### src/rtl/qbus_pkg.sv
// Shared definitions for the Q-bus (MPI) initiator: FSM state encoding,
// the active-low strobe bundle and a few well-known octal I/O addresses.
package qbus_pkg;

  typedef enum logic [3:0] {
    S_IDLE,
    S_ADDR,
    S_ASYNC,
    S_DPH,
    S_STRB,
    S_WRPLY,
    S_HOLD,
    S_WNRPLY,
    S_REL,
    S_TERM
  } state_t;

  // Control strobes as seen on the bus (all active low).
  typedef struct packed {
    logic nsync;
    logic ndin;
    logic ndout;
    logic nwtbt;
  } strobes_t;

  localparam strobes_t STROBES_IDLE = '{nsync: 1'b1, ndin: 1'b1, ndout: 1'b1, nwtbt: 1'b1};

  localparam logic [15:0] OCT_ROLL_REG = 16'o177664;
  localparam logic [15:0] OCT_KBD      = 16'o177660;

endpackage

### src/rtl/qbus_sync2.sv
// Two-flop synchronizer for an active-low asynchronous bus input.
// Ports: clk/rst (async active-high, flops reset to 1 = inactive),
//        d = asynchronous input, q = synchronized output.
module qbus_sync2 (
  input  logic clk,
  input  logic rst,
  input  logic d,
  output logic q
);

  logic meta;

  always_ff @(posedge clk or posedge rst) begin
    if (rst) begin
      meta <= 1'b1;
      q    <= 1'b1;
    end else begin
      meta <= d;
      q    <= meta;
    end
  end

endmodule

### src/rtl/qbus_master.sv
// Q-bus (MPI) initiator. Runs one DATO/DATOB/DATI cycle per accepted client
// request on the multiplexed active-low nAD bus, with nRPLY handshake and a
// reply timeout that terminates the cycle with err.
// Ports:
//   PIN_CLK, PIN_R          clock, async active-high reset
//   req/we/bsel/addr/wdata  client request (sampled in IDLE)
//   busy/done/err/rdata     client status; done is a one-clock pulse, err valid with it
//   nAD_out/nAD_oe/nAD_in   tristate bus drive (inverted) and bus sample
//   PIN_nSYNC/nDIN/nDOUT/nWTBT  bus strobes (active low)
//   PIN_nRPLY               asynchronous slave reply (active low)
module qbus_master
  import qbus_pkg::*;
#(
  parameter int unsigned TMO_CYCLES = 1024,
  parameter int unsigned TMO_W      = 11
) (
  input  logic        PIN_CLK,
  input  logic        PIN_R,
  input  logic        req,
  input  logic        we,
  input  logic        bsel,
  input  logic [15:0] addr,
  input  logic [15:0] wdata,
  output logic        busy,
  output logic        done,
  output logic        err,
  output logic [15:0] rdata,
  output logic [15:0] nAD_out,
  output logic        nAD_oe,
  input  logic [15:0] nAD_in,
  output logic        PIN_nSYNC,
  output logic        PIN_nDIN,
  output logic        PIN_nDOUT,
  output logic        PIN_nWTBT,
  input  logic        PIN_nRPLY
);

  state_t           state, state_nx;
  strobes_t         strb;
  logic [15:0]      addr_q, wdata_q;
  logic             we_q, bsel_q;
  logic [TMO_W-1:0] cnt;
  logic             nrply_s, rply;
  logic             drive_wr;

  qbus_sync2 u_rply_sync (
    .clk (PIN_CLK),
    .rst (PIN_R),
    .d   (PIN_nRPLY),
    .q   (nrply_s)
  );

  assign rply = ~nrply_s;

  always_ff @(posedge PIN_CLK or posedge PIN_R) begin
    if (PIN_R) begin
      state   <= S_IDLE;
      addr_q  <= '0;
      wdata_q <= '0;
      we_q    <= 1'b0;
      bsel_q  <= 1'b0;
      cnt     <= '0;
      rdata   <= '0;
      done    <= 1'b0;
      err     <= 1'b0;
    end else begin
      state <= state_nx;
      done  <= 1'b0;
      if (state == S_IDLE && req) begin
        addr_q  <= addr;
        wdata_q <= wdata;
        we_q    <= we;
        bsel_q  <= bsel;
        cnt     <= '0;
        err     <= 1'b0;
      end
      if (state == S_WRPLY && cnt != '1) cnt <= cnt + 1'b1;
      if (state == S_HOLD && !we_q) rdata <= ~nAD_in;
      if (state == S_REL) done <= 1'b1;
      if (state == S_TERM) begin
        done <= 1'b1;
        err  <= 1'b1;
      end
    end
  end

  // Outputs are decoded from state so an asynchronous reset releases every
  // strobe and the bus drive in the same instant, without waiting for a clock.
  always_comb begin
    state_nx = state;
    strb     = STROBES_IDLE;
    nAD_oe   = 1'b0;
    nAD_out  = '1;
    drive_wr = 1'b0;
    case (state)
      S_IDLE: if (req) state_nx = S_ADDR;
      S_ADDR: begin
        nAD_oe     = 1'b1;
        nAD_out    = ~addr_q;
        strb.nwtbt = ~we_q;
        state_nx   = S_ASYNC;
      end
      S_ASYNC: begin
        nAD_oe     = 1'b1;
        nAD_out    = ~addr_q;
        strb.nwtbt = ~we_q;
        strb.nsync = 1'b0;
        state_nx   = S_DPH;
      end
      S_DPH, S_STRB, S_WRPLY, S_HOLD: begin
        strb.nsync = 1'b0;
        if (we_q) begin
          drive_wr   = 1'b1;
          strb.ndout = (state == S_DPH);
        end else begin
          strb.ndin  = 1'b0;
        end
        case (state)
          S_DPH:   state_nx = we_q ? S_STRB : S_WRPLY;
          S_STRB:  state_nx = S_WRPLY;
          S_WRPLY: begin
            if (rply) state_nx = S_HOLD;
            else if (cnt == TMO_W'(TMO_CYCLES - 1)) state_nx = S_TERM;
          end
          default: state_nx = S_WNRPLY;
        endcase
      end
      S_WNRPLY: begin
        drive_wr = we_q;
        if (!rply) state_nx = S_REL;
      end
      S_REL: begin
        drive_wr = we_q;
        state_nx = S_IDLE;
      end
      S_TERM:  state_nx = S_IDLE;
      default: state_nx = S_IDLE;
    endcase
    if (drive_wr) begin
      nAD_oe     = 1'b1;
      nAD_out    = ~wdata_q;
      strb.nwtbt = ~bsel_q;
    end
  end

  assign busy      = (state != S_IDLE);
  assign PIN_nSYNC = strb.nsync;
  assign PIN_nDIN  = strb.ndin;
  assign PIN_nDOUT = strb.ndout;
  assign PIN_nWTBT = strb.nwtbt;

endmodule

### config.mk
export PLATFORM = sky130hd
export DESIGN_NAME = qbus_master
export DESIGN_NICKNAME = d
export VERILOG_FILES = /design/src/rtl/qbus_pkg.sv /design/src/rtl/qbus_sync2.sv /design/src/rtl/qbus_master.sv
export SDC_FILE = /design/constraint.sdc
export NUM_CORES = 1
export LEC_CHECK = 0
export ABC_CLOCK_PERIOD_IN_PS = 4100
export BUFFER_PORTS_ARGS = -buffer_cell sky130_fd_sc_hd__buf_4
export CORE_MARGIN = 2
export CORE_UTILIZATION = 50
export DETAILED_ROUTE_END_ITERATION = 12
export GPL_TIMING_DRIVEN = 0
export PLACE_DENSITY = 0.78
export SYNTH_ARGS = -nofsm -noshare
export SYNTH_HDL_FRONTEND = slang
export SYNTH_SLANG_ARGS = --single-unit
### constraint.sdc
create_clock -name PIN_CLK -period 4.1 [get_ports PIN_CLK]
set_input_delay 0.82 -clock PIN_CLK [delete_from_list [all_inputs] [get_ports PIN_CLK]]
set_output_delay 0.82 -clock PIN_CLK [all_outputs]
set_load 0.1 [all_outputs]
* Word level (Yosys, flattened, before mapping)
Index checks and enable logic that the tools add are counted.
** Storage, ports and cells
- Register bits after elaboration :: 69
- Output and inout bits :: 40
- Input port bits :: 54
- Logic and storage cells :: 68
** Cells by class
- Eq/ne operators :: 14
- Add/sub/neg operators :: 1
- Bitwise logic cells :: 5
- Muxes and demuxes :: 24
- Reductions and logical operators :: 13
** Operators with widths (count)
- NOT 16 bit :: 3
- two-way mux 16 bit :: 2
- two-way mux 11 bit :: 2
- one-hot mux 4 bit (5 select lines) :: 1
- == test 4 x 3 -> 1 bit (second input constant) :: 4
- two-way mux 4 bit :: 4
- two-way mux 1 bit :: 12
- one-hot mux 4 bit (3 select lines) :: 1
- adder 11 x 1 -> 11 bit (second input constant) :: 1
- == test 11 x 10 -> 1 bit (second input constant) :: 1
- inequality test 11 bit (second input constant) :: 1
- == test 4 x 2 -> 1 bit (second input constant) :: 2
- == test 4 bit (second input constant) :: 2
- OR reduction 5 bit :: 1
- == test 4 x 1 -> 1 bit (second input constant) :: 1
- zero test 4 bit :: 1
- inequality test 4 bit (second input constant) :: 1
- nonzero test 2 bit :: 2
- nonzero test 4 bit :: 1
- OR reduction 2 bit :: 2
- OR reduction 4 bit :: 1
- logical AND 1 bit :: 3
- AND reduction 3 bit :: 1
- two-way mux 2 bit :: 1
- other kinds (5) :: 6

* Logic depth before layout (Yosys ltp)
Gate-level depths: netlist (run 1).
- Depth after elaboration :: 5
- Mapped depth :: 7
- Mapped depth without buffers :: 5

* Hierarchy
From an unflattened synthesis (run 1), not the netlist that was laid out.
** Second synthesis, totals
- Cell total of the unflattened synthesis :: 337
- Area total of the unflattened synthesis :: 3116.7 um^2
** Modules (own cells, without submodules)
- qbus_master :: seq. area each 1676.6 um^2, cells each 334, instances 1, area each 3060.4 um^2
- qbus_sync2 :: seq. area each 52.6 um^2, cells each 3, instances 1, area each 56.3 um^2

* Worst setup path before layout (run 1)
OpenSTA, ideal clock, no wires.
- Kind :: register to output
- From :: register state[2]
- To :: output PIN_nWTBT
- Required time :: 3.280 ns
- Path buffers :: 1
- Stages on the path, launching flop included :: 5
- Setup slack :: 0.335 ns
- Data arrival time :: 2.945 ns
- Cell sequence :: dfrtp_1 clkbuf_1 o21ai_0 a21oi_1 o21ai_0
** On the way
- Cells in the longest elaborated chain, start to end :: 4
- Elaborated cells between the ends (all ways) :: 14
- Those cells by class :: eq/ne: 8; mux: 3; reduce/logical: 3
** Ends and longest elaborated chain
- start: declaration :: RTL line qbus_master.sv:38 : state_t state, state_nx;
- start signal: assignment :: RTL line qbus_master.sv:67 : state <= state_nx;
- == test 4 x 3 -> 1 bit (tied with other cells) :: RTL line qbus_master.sv:95 : case (state)
- OR reduction 4 bit or OR reduction 2 bit (tied branches)
- one-hot mux 1 bit (2 select lines) or two-way mux 1 bit (tied branches)
- two-way mux 1 bit (*) :: RTL line qbus_master.sv:139 : if (drive_wr) begin
- end: declaration :: RTL line qbus_master.sv:34 : output logic PIN_nWTBT,
Every way passes the cells marked *; elsewhere a longest branch is shown, timed or not.

* Worst setup path in the final report (run 1)
- From :: register state[1]
- To :: output nAD_out[5]
** On the way
- Cells in the longest elaborated chain, start to end :: 4
- Elaborated cells between the ends (all ways) :: 14
- Those cells by class :: eq/ne: 8; mux: 3; reduce/logical: 3
** Ends and longest elaborated chain
- == test 4 x 3 -> 1 bit (tied with other cells) :: RTL line qbus_master.sv:95
- OR reduction 4 bit or OR reduction 2 bit (tied branches)
- one-hot mux 1 bit (2 select lines) or two-way mux 16 bit (tied branches)
- two-way mux 16 bit (*) :: RTL line qbus_master.sv:139
- end: declaration :: RTL line qbus_master.sv:28 : output logic [15:0] nAD_out,
Marks and branches as above.

==> qor.yml, run 1 <==
status: "completed"
arrival_ns: 2.49
setup_viol: 0
clock_skew_ns: 0.00867
synth_warnings: 0
dp_hpwl_mm: 5.46
worstPathMaxFanout: 10
rsz0062_at_grt: "no"
drive_gt1_frac: 0.273
cts.repair.resized: 0
hold_viol: 0
port_buffers: 93
finalCritPeriodShare: 0.806
num-nets-final: 508
grt_max_degree: 70
htreeDepth: 3
critPathKind: "register to output port"
io_pins: 94
routed-via-count: 2807
cts_made_buffers: 9
ys_ff_latch: 69
worstSkewPairLatency_ns: 0.33
clkTransAtPathRegs_ns: 0.07
clk_path_buf_depth: 2
setup.worst_path.end_class: "output port"
synth_largest_area_cell: "dfrtp_1"
ys_types: 37
wl_per_cell_um: 14.5
finalSetupTns_ns: 0
drc_errors: 0
grt_pass1_wl_mm: 12.3
whs_ns: 0.353
drv_cap: 0
wl_mm: 7.72
postCtsSetupBuffers: 0
die_area_um2: 6830
period_minus_slack_ns: 3.31
grt_pass1_vias: 2714
coreArea_um2: 5960
post_cts_hold_buffer_count: 0
cts_sinks: 69
min_path_type: "register to register"
cts_tree: "built"
viasPerCell: 5.27
ant_nets: 0
die_w_um: 82.7
slew_headroom: 0.450
drt_pre_antenna_iters: 5
grt_use_total: 0.239
worst_pin_slew_ns: 0.824
cp.required_ns: 3.28
syn-instance-count: 349
avgSynthCellArea_um2: 8.86
std_cell_rows: 28
n_antenna_cell: 0
synth_nets: 404
yosysSeqAreaShare: 0.559
worstSetupStartpointType: "register"
fmax_ghz: 0.302
die_h_um: 82.7
fillers: 487
clock-root-buffer: "clkbuf_8"
syn_to_final_growth_pct: 33.0
final_max_slew_viol_count: 0
gp_congestion: 0.850
synth_top_area_share: 0.542
overflow: 0
grt_antenna_before_repair: 0
initial_utilization: 0.519
synth_area_um2: 3090
synth.area.top_cells: "dfrtp_1, nand2_1, a21oi_1, a22oi_1, nor2_1"
initialDrtViolationCount: 263
==> per-stage QoR <==
stage | utilization | worst slack (ns) | instances | instance area, um2
after floorplan | - | 0.335 | 349 | 3090
final | 0.691 | 0.794 | 533 | 4110
after global routing | 0.691 | 0.574 | 533 | 4110
after CTS | 0.691 | 0.761 | 533 | 4110
after global placement | 0.652 | 0.697 | 517 | 3880
after detailed placement | 0.653 | 1.16 | 517 | 3890
==> path summary, 6_finish.rpt <==
path / from / end / slack (ns) / cells after the start
setup / recovery: state[1] / nAD_out[5] / 0.79 / 6
hold / removal: u_rply_sync.meta / u_rply_sync.q / 0.35 / 0
setup reg to reg: cnt[0] / cnt[5] / 2.04 / 6
hold reg to reg: u_rply_sync.meta / u_rply_sync.q / 0.35 / 0
max in group asynchronous: PIN_R / state[2] / 2.91 / 2
min in group asynchronous: PIN_R / addr_q[14] / 0.66 / 2
==> layer usage <==
| layer | part of all wire | GRT usage | vias to the layer above |
|---|---|---|---|
| li1 | - | - | 1386 |
| met1 | 0.41 | 0.300 | 1323 |
| met2 | 0.51 | 0.392 | 90 |
| met3 | 0.067 | 0.0793 | 8 |
| met4 | 0.011 | 0.0770 | 0 |
| met5 | 0 | 0 | - |
==> kinds of logic (layout without fill, tap and decap cells) <==
kind of cell,count (synthesis),in the layout,share of synthesized area
simple gates,185,185,0.260
flops,69,69,0.559
compound gates,64,64,0.130
buf+inv,27,136,0.0376
xor+xnor,2,2,0.00566
fa+ha+maj,1,1,0.00404
mux,1,1,0.00324
==> layout by cell type, fill, tap and decap left out, drive strengths merged, types with 3 or more instances in the layout <==
| cell type | Yosys | routed |
|---|---|---|
| a21oi | 26 | 26 |
| a22oi | 17 | 17 |
| and2 | 4 | 4 |
| buf | 12 | 105 |
| clkbuf | 7 | 19 |
| dfrtp | 67 | 67 |
| inv | 8 | 8 |
| nand2 | 113 | 113 |
| nand2b | 5 | 5 |
| nand3 | 7 | 7 |
| nand4 | 4 | 4 |
| nor2 | 26 | 26 |
| nor3 | 8 | 8 |
| o211ai | 3 | 3 |
| o21ai | 8 | 8 |
| o221ai | 5 | 5 |
| or4 | 3 | 3 |
==> cells in the mapped netlist (all sizes together) <==
master	instances
a211oi	1
a21o	1
a21oi	26
a22oi	17
a31o	1
and2	4
and3	2
and4	2
buf	12
clkbuf	7
dfrtp	67
dfstp	2
ha	1
inv	8
mux2i	1
nand2	113
nand2b	5
nand3	7
nand3b	2
nand4	4
nor2	26
nor2b	2
nor3	8
nor4	2
nor4b	1
o211ai	3
o21a	1
o21ai	8
o21bai	1
o221ai	5
or2	2
or3	2
or4	3
xnor2	1
xor2	1
==> critical path, cell delays in order (launching register included) <==
cell and delay [ns]:
dfrtp_1 0.39, buf_2 0.19, nor4b_1 0.51, o21a_1 0.39, buf_2 0.30, a22oi_1 0.11, buf_4 0.26
==> flip-flops by register name (all words and copies together), names as in the netlist, 4 cells and up <==
name,count
addr_q,16
rdata,16
wdata_q,16
cnt,11
state,4
==> final cells by class <==
| cell class | instances | area, um2 | share of cell area |
|---|---|---|---|
| clock inverter | 4 | 70.1 | 0.0170 |
| buffer | 19 | 86.3 | 0.0210 |
| clock buffer | 12 | 155 | 0.0377 |
| inverter | 8 | 32.5 | 0.00791 |
| sequential | 69 | 1730 | 0.420 |
| multi-input combinational | 253 | 1250 | 0.303 |
| timing repair buffer | 93 | 698 | 0.170 |
| tap | 75 | 93.8 | 0.0228 |
Power of run 1 is not shown: default switching activity piles up to over one toggle a cycle in this logic, so the estimate is an artifact.
==> inputs of run 2 (changes only) <==
- ABC_CLOCK_PERIOD_IN_PS: 4100 -> 2700
- CORE_UTILIZATION: 50 -> 46
- PLACE_DENSITY: 0.78 -> 0.76
- clock period: 4.1 -> 2.7 ns (I/O delays scaled with it)
==> run 2 against run 1 <==
Compared with the run above:
- wire length up 0.16%
- first-iteration DRC count is 25% lower
- critical path depth up 1
- final cell count is 0.75% higher
- final area is 2.5% higher
- critical endpoint is now nAD_out[13]
- highest routed layer unchanged
==> qor.yml, run 2 (synthesis results as in run 1) <==
clock_skew_ns: 0.0123
final_cell_mix: "nand2_1, buf_4, dfrtp_1"
cts_made_buffers: 9
coreArea_um2: 6420
critPathKind: "register to output port"
wl_mm: 7.74
finalCritPeriodShare: 0.963
cts_sinks: 69
die_w_um: 86
num-nets-final: 510
io_pins: 94
cpPeakStageDelay_ns: 0.43
finalSetupTns_ns: 0
path_buf_inv: 3
setup.worst_path.end_class: "output port"
dr_wl_met2_mm: 3.84
routed-via-count: 2828
final_common_cell: "nand2_1"
layout_setup_ws_ns: 0.0996
worstPathMaxFanout: 10
r2r-start: "cnt[0]"
hp-start: "PIN_nRPLY"
largestRegisters: "addr_q (16), rdata (16), wdata_q (16)"
drive_gt1_frac: 0.302
viasPerCell: 5.27
drc_errors: 0
wl_per_cell_um: 14.4
whs_ns: 0.300
min_path_type: "primary input to register"
wl_met3_um: 448
grt_pass1_vias: 2771
die_h_um: 86
worstSetupStartpointType: "register"
fmax_ghz: 0.385
arrival_ns: 2.06
worstSkewPairLatency_ns: 0.35
htreeDepth: 3
clkTransAtPathRegs_ns: 0.07
final_area_um2: 4210
wl_met1_mm: 3.31
fillers: 542
initial_utilization: 0.482
final_max_slew_viol_count: 0
cts_tree: "built"
slew_headroom: 0.445
grt_max_degree: 70
multi_input_area_um2: 1280
placed_area_um2: 3890
top_layer: "met4"
setup_viol: 0
ant_nets: 0
crit_path_start: "state[0]"
rsz0062_at_grt: "no"
worst_pin_slew_ns: 0.832
place_worst_setup_slack_ns: 0.00251
cp_top_family: "buffers and inverters"
dp_hpwl_mm: 5.40
clk_path_buf_depth: 2
initialDrtViolationCount: 198
regArea_um2: 1730
clock-root-buffer: "clkbuf_8"
n_antenna_cell: 0
slowest_stage: "dfrtp_1"
period_minus_slack_ns: 2.60
path_cells: "buf_2 -> a21oi_1 -> nor2_1 -> o21a_2 -> clkbuf_4 -> a22oi_1 -> buf_4"
grt_use_total: 0.216
std_cell_rows: 29
gp_congestion: 0.836
hold_viol: 0
grt_pass1_wl_mm: 12.6
grt_antenna_before_repair: 0
port_buffers: 93
overflow: 0
syn_to_final_growth_pct: 36.2
status: "completed"
drt_pre_antenna_iters: 4
cp.required_ns: 2.16
regToRegSetupSlack_ns: 0.66
die_area_um2: 7400
drv_cap: 0
==> run 2: cell type report <==
| type | count | share of cell area |
|---|---|---|
| clock buffer | 11 | 0.0359 |
| multi-input combinational | 253 | 0.304 |
| buffer | 19 | 0.0229 |
| clock inverter | 5 | 0.0196 |
| tap | 77 | 0.0229 |
| inverter | 8 | 0.00772 |
| timing repair buffer | 95 | 0.176 |
| sequential | 69 | 0.410 |
==> run 2: what timing repair did <==
item / in CTS / in global routing
endpoints found under the setup margin: 12 / 10
hold buffers: 0 / 0
pin swaps: 1 / 1
buffers inserted: 0 / 2
gates resized for setup: 15 / 10
==> run 2: worst paths after layout <==
| check | to | cells past startpoint |
|---|---|---|
| max | nAD_out[13] | 7 |
| min | u_rply_sync.meta | 1 |
| max reg2reg | cnt[6] | 6 |
| min reg2reg | u_rply_sync.q | 0 |
| max in group asynchronous | wdata_q[9] | 2 |
| min in group asynchronous | wdata_q[11] | 2 |
==> run 2: stage by stage <==
step           instances  utilization
6_report             537        0.656
5_1_grt              537        0.656
4_1_cts              535        0.649
3_5_place_dp         519        0.606
3_3_place_gp         519        0.605
2_1_floorplan        349            -
==> run 2: metal layers <==
metal | GRT usage | vias to the layer above
met1 | 0.276 | 1346
met2 | 0.339 | 76
met4 | 0.104 | 0
met3 | 0.0606 | 14
li1 | - | 1392
met5 | 0 | -
Power of run 2 is left out for the same reason.
==> inputs of run 3 (changes only) <==
- ABC_AREA: default -> 1
- CORE_UTILIZATION: 46 -> 47
==> run 3 against run 2 <==
Compared with the run above:
- sequential share of layout area down 1.3 points
- utilization down 1.3 points
- wire length down 4.4%
- final area up 3.2%
- clock skew down 0.0066 ns
- critical path depth down 1
- fmax up 3.8%
==> qor.yml, run 3 <==
drv_cap: 0
syn_to_final_growth_pct: 32.7
ant_nets: 0
syn-instance-count: 379
grt_use_met3: 0.0626
postCtsSetupBuffers: 0
grt_use_total: 0.218
wl_mm: 7.39
worstSkewPairLatency_ns: 0.34
cp.required_ns: 2.16
grt_busiest_layer: "met2"
viasPerCell: 4.94
port_buffers: 93
synth_warnings: 0
status: "completed"
setup_viol: 0
grt_max_degree: 70
critPathKind: "register to output port"
finalCritPeriodShare: 0.928
clock-root-buffer: "clkbuf_8"
coreArea_um2: 6760
synth_nets: 434
drive_gt1_frac: 0.330
htreeDepth: 3
hold_viol: 0
ys_types: 33
synth_flop_cell: "dfrtp_1"
place_worst_setup_slack_ns: 0.527
synthArstFlopShare: 1.00
regToRegSetupSlack_ns: 1.15
worst_pin_slew_ns: 0.816
io_pins: 94
drc_errors: 0
synth_edf_count: 0
avgSynthCellArea_um2: 8.65
grt_antenna_before_repair: 0
arrival_ns: 1.97
min_path_type: "primary input to register"
clock_skew_ns: 0.00571
synth.most_common_cell: "nand2_1"
synth_top_area_share: 0.512
slew_headroom: 0.456
largestRegisters: "addr_q (16), rdata (16), wdata_q (16)"
grt_use_met2: 0.358
clkTransAtPathRegs_ns: 0.07
clk_path_buf_depth: 2
die_w_um: 87.5
synth_area_um2: 3280
drt_pre_antenna_iters: 4
use_met1: 0.269
cts_made_buffers: 9
cts_sinks: 69
initial_utilization: 0.485
layout_setup_ws_ns: 0.195
worstPathMaxFanout: 10
yosysSeqAreaShare: 0.528
gp_congestion: 0.828
final_common_cell: "nand2_1"
ys_ff_latch: 69
synth_largest_area_cell: "dfrtp_1"
worstSetupStartpointType: "register"
synth.area.top_cells: "dfrtp_1, nand2_1, o21ai_1, inv_1, nor2_1"
dp_hpwl_mm: 5.41
std_cell_rows: 30
n_antenna_cell: 0
min_path_cells: 1
overflow: 0
final_max_slew_viol_count: 0
cts_tree: "built"
synth_commonest_cells: "nand2_1, dfrtp_1, inv_1"
ff2ff_path_depth: 8
final_cell_mix: "nand2_1, buf_4, dfrtp_1"
die_h_um: 87.5
die_area_um2: 7660
fmax_ghz: 0.399
grt_pass1_vias: 2874
setup.worst_path.end_class: "output port"
grt_pass1_wl_mm: 12.8
routed-via-count: 2806
wl_per_cell_um: 13.0
period_minus_slack_ns: 2.51
num-nets-final: 538
initialDrtViolationCount: 141
## run 3: cell count changes after synthesis, moves of 9 or more
cell	change
inv_1	+25
a21oi_2	+10
o21ai_1	+25
a21oi_1	-19
o21ai_0	+11
a22oi_1	-17
nand2_1	+9
## run 3: path summary, 6_finish.rpt
| check | startpoint | end |
|---|---|---|
| max reg2reg | cnt[0] | cnt[3] |
| min reg2reg | u_rply_sync.meta | u_rply_sync.q |
| min in group asynchronous | PIN_R | rdata[9] |
| max | state[1] | nAD_out[13] |
| min | PIN_nRPLY | u_rply_sync.meta |
| max in group asynchronous | PIN_R | wdata_q[5] |
## run 3: layer usage
metal / routed length (um) / part of all wire
met5: 0 / 0
met4: 106 / 0.014
met3: 470 / 0.064
met2: 3700 / 0.50
met1: 3120 / 0.42
## run 3: timing repair
action                     in CTS  in global routing
gates resized for setup         0                  2
hold buffers                    0                  0
setup endpoints to repair       0                  8
## run 3: cell type report
type                       count  area, um2
sequential                    69       1730
buffer                        13        111
clock buffer                  11        151
timing repair buffer          93        702
clock inverter                 5        106
fill                         569       2410
tap                           80        100
inverter                      36        143
multi-input combinational    261       1310
## run 3: kinds of logic (layout without fill, tap and decap cells)
kind of cell,Yosys count,in the layout,share of synthesized area
buffers and inverters,49,158,0.0760
xor gates and xnor gates,8,8,0.0214
AOI/OAI and AO/OA,68,68,0.123
adders and majority gates,1,1,0.00382
DFF,69,69,0.528
and+or+nand+nor,184,184,0.248
## run 3: critical path, cell delays in order (launching register included)
cell and delay [ns]:
dfrtp_1 0.47, nand2_1 0.19, nand3_2 0.23, clkbuf_4 0.26, nor2_1 0.06, a21oi_2 0.11
buf_4 0.30
## run 3: through the flow
stage          std cells  instance area [um2]   util  hold slack (ns)   TNS [ns]
2_1_floorplan        379                 3280      -            0.345      -1.01
3_3_place_gp         552                 4080  0.604            0.347     -27.60
3_5_place_dp         552                 4080  0.604            0.350          0
4_1_cts              568                 4340  0.643            0.288          0
5_1_grt              568                 4350  0.644            0.281  -0.000144
6_report             568                 4350  0.644            0.302          0
Power of run 3 is left out for the same reason.
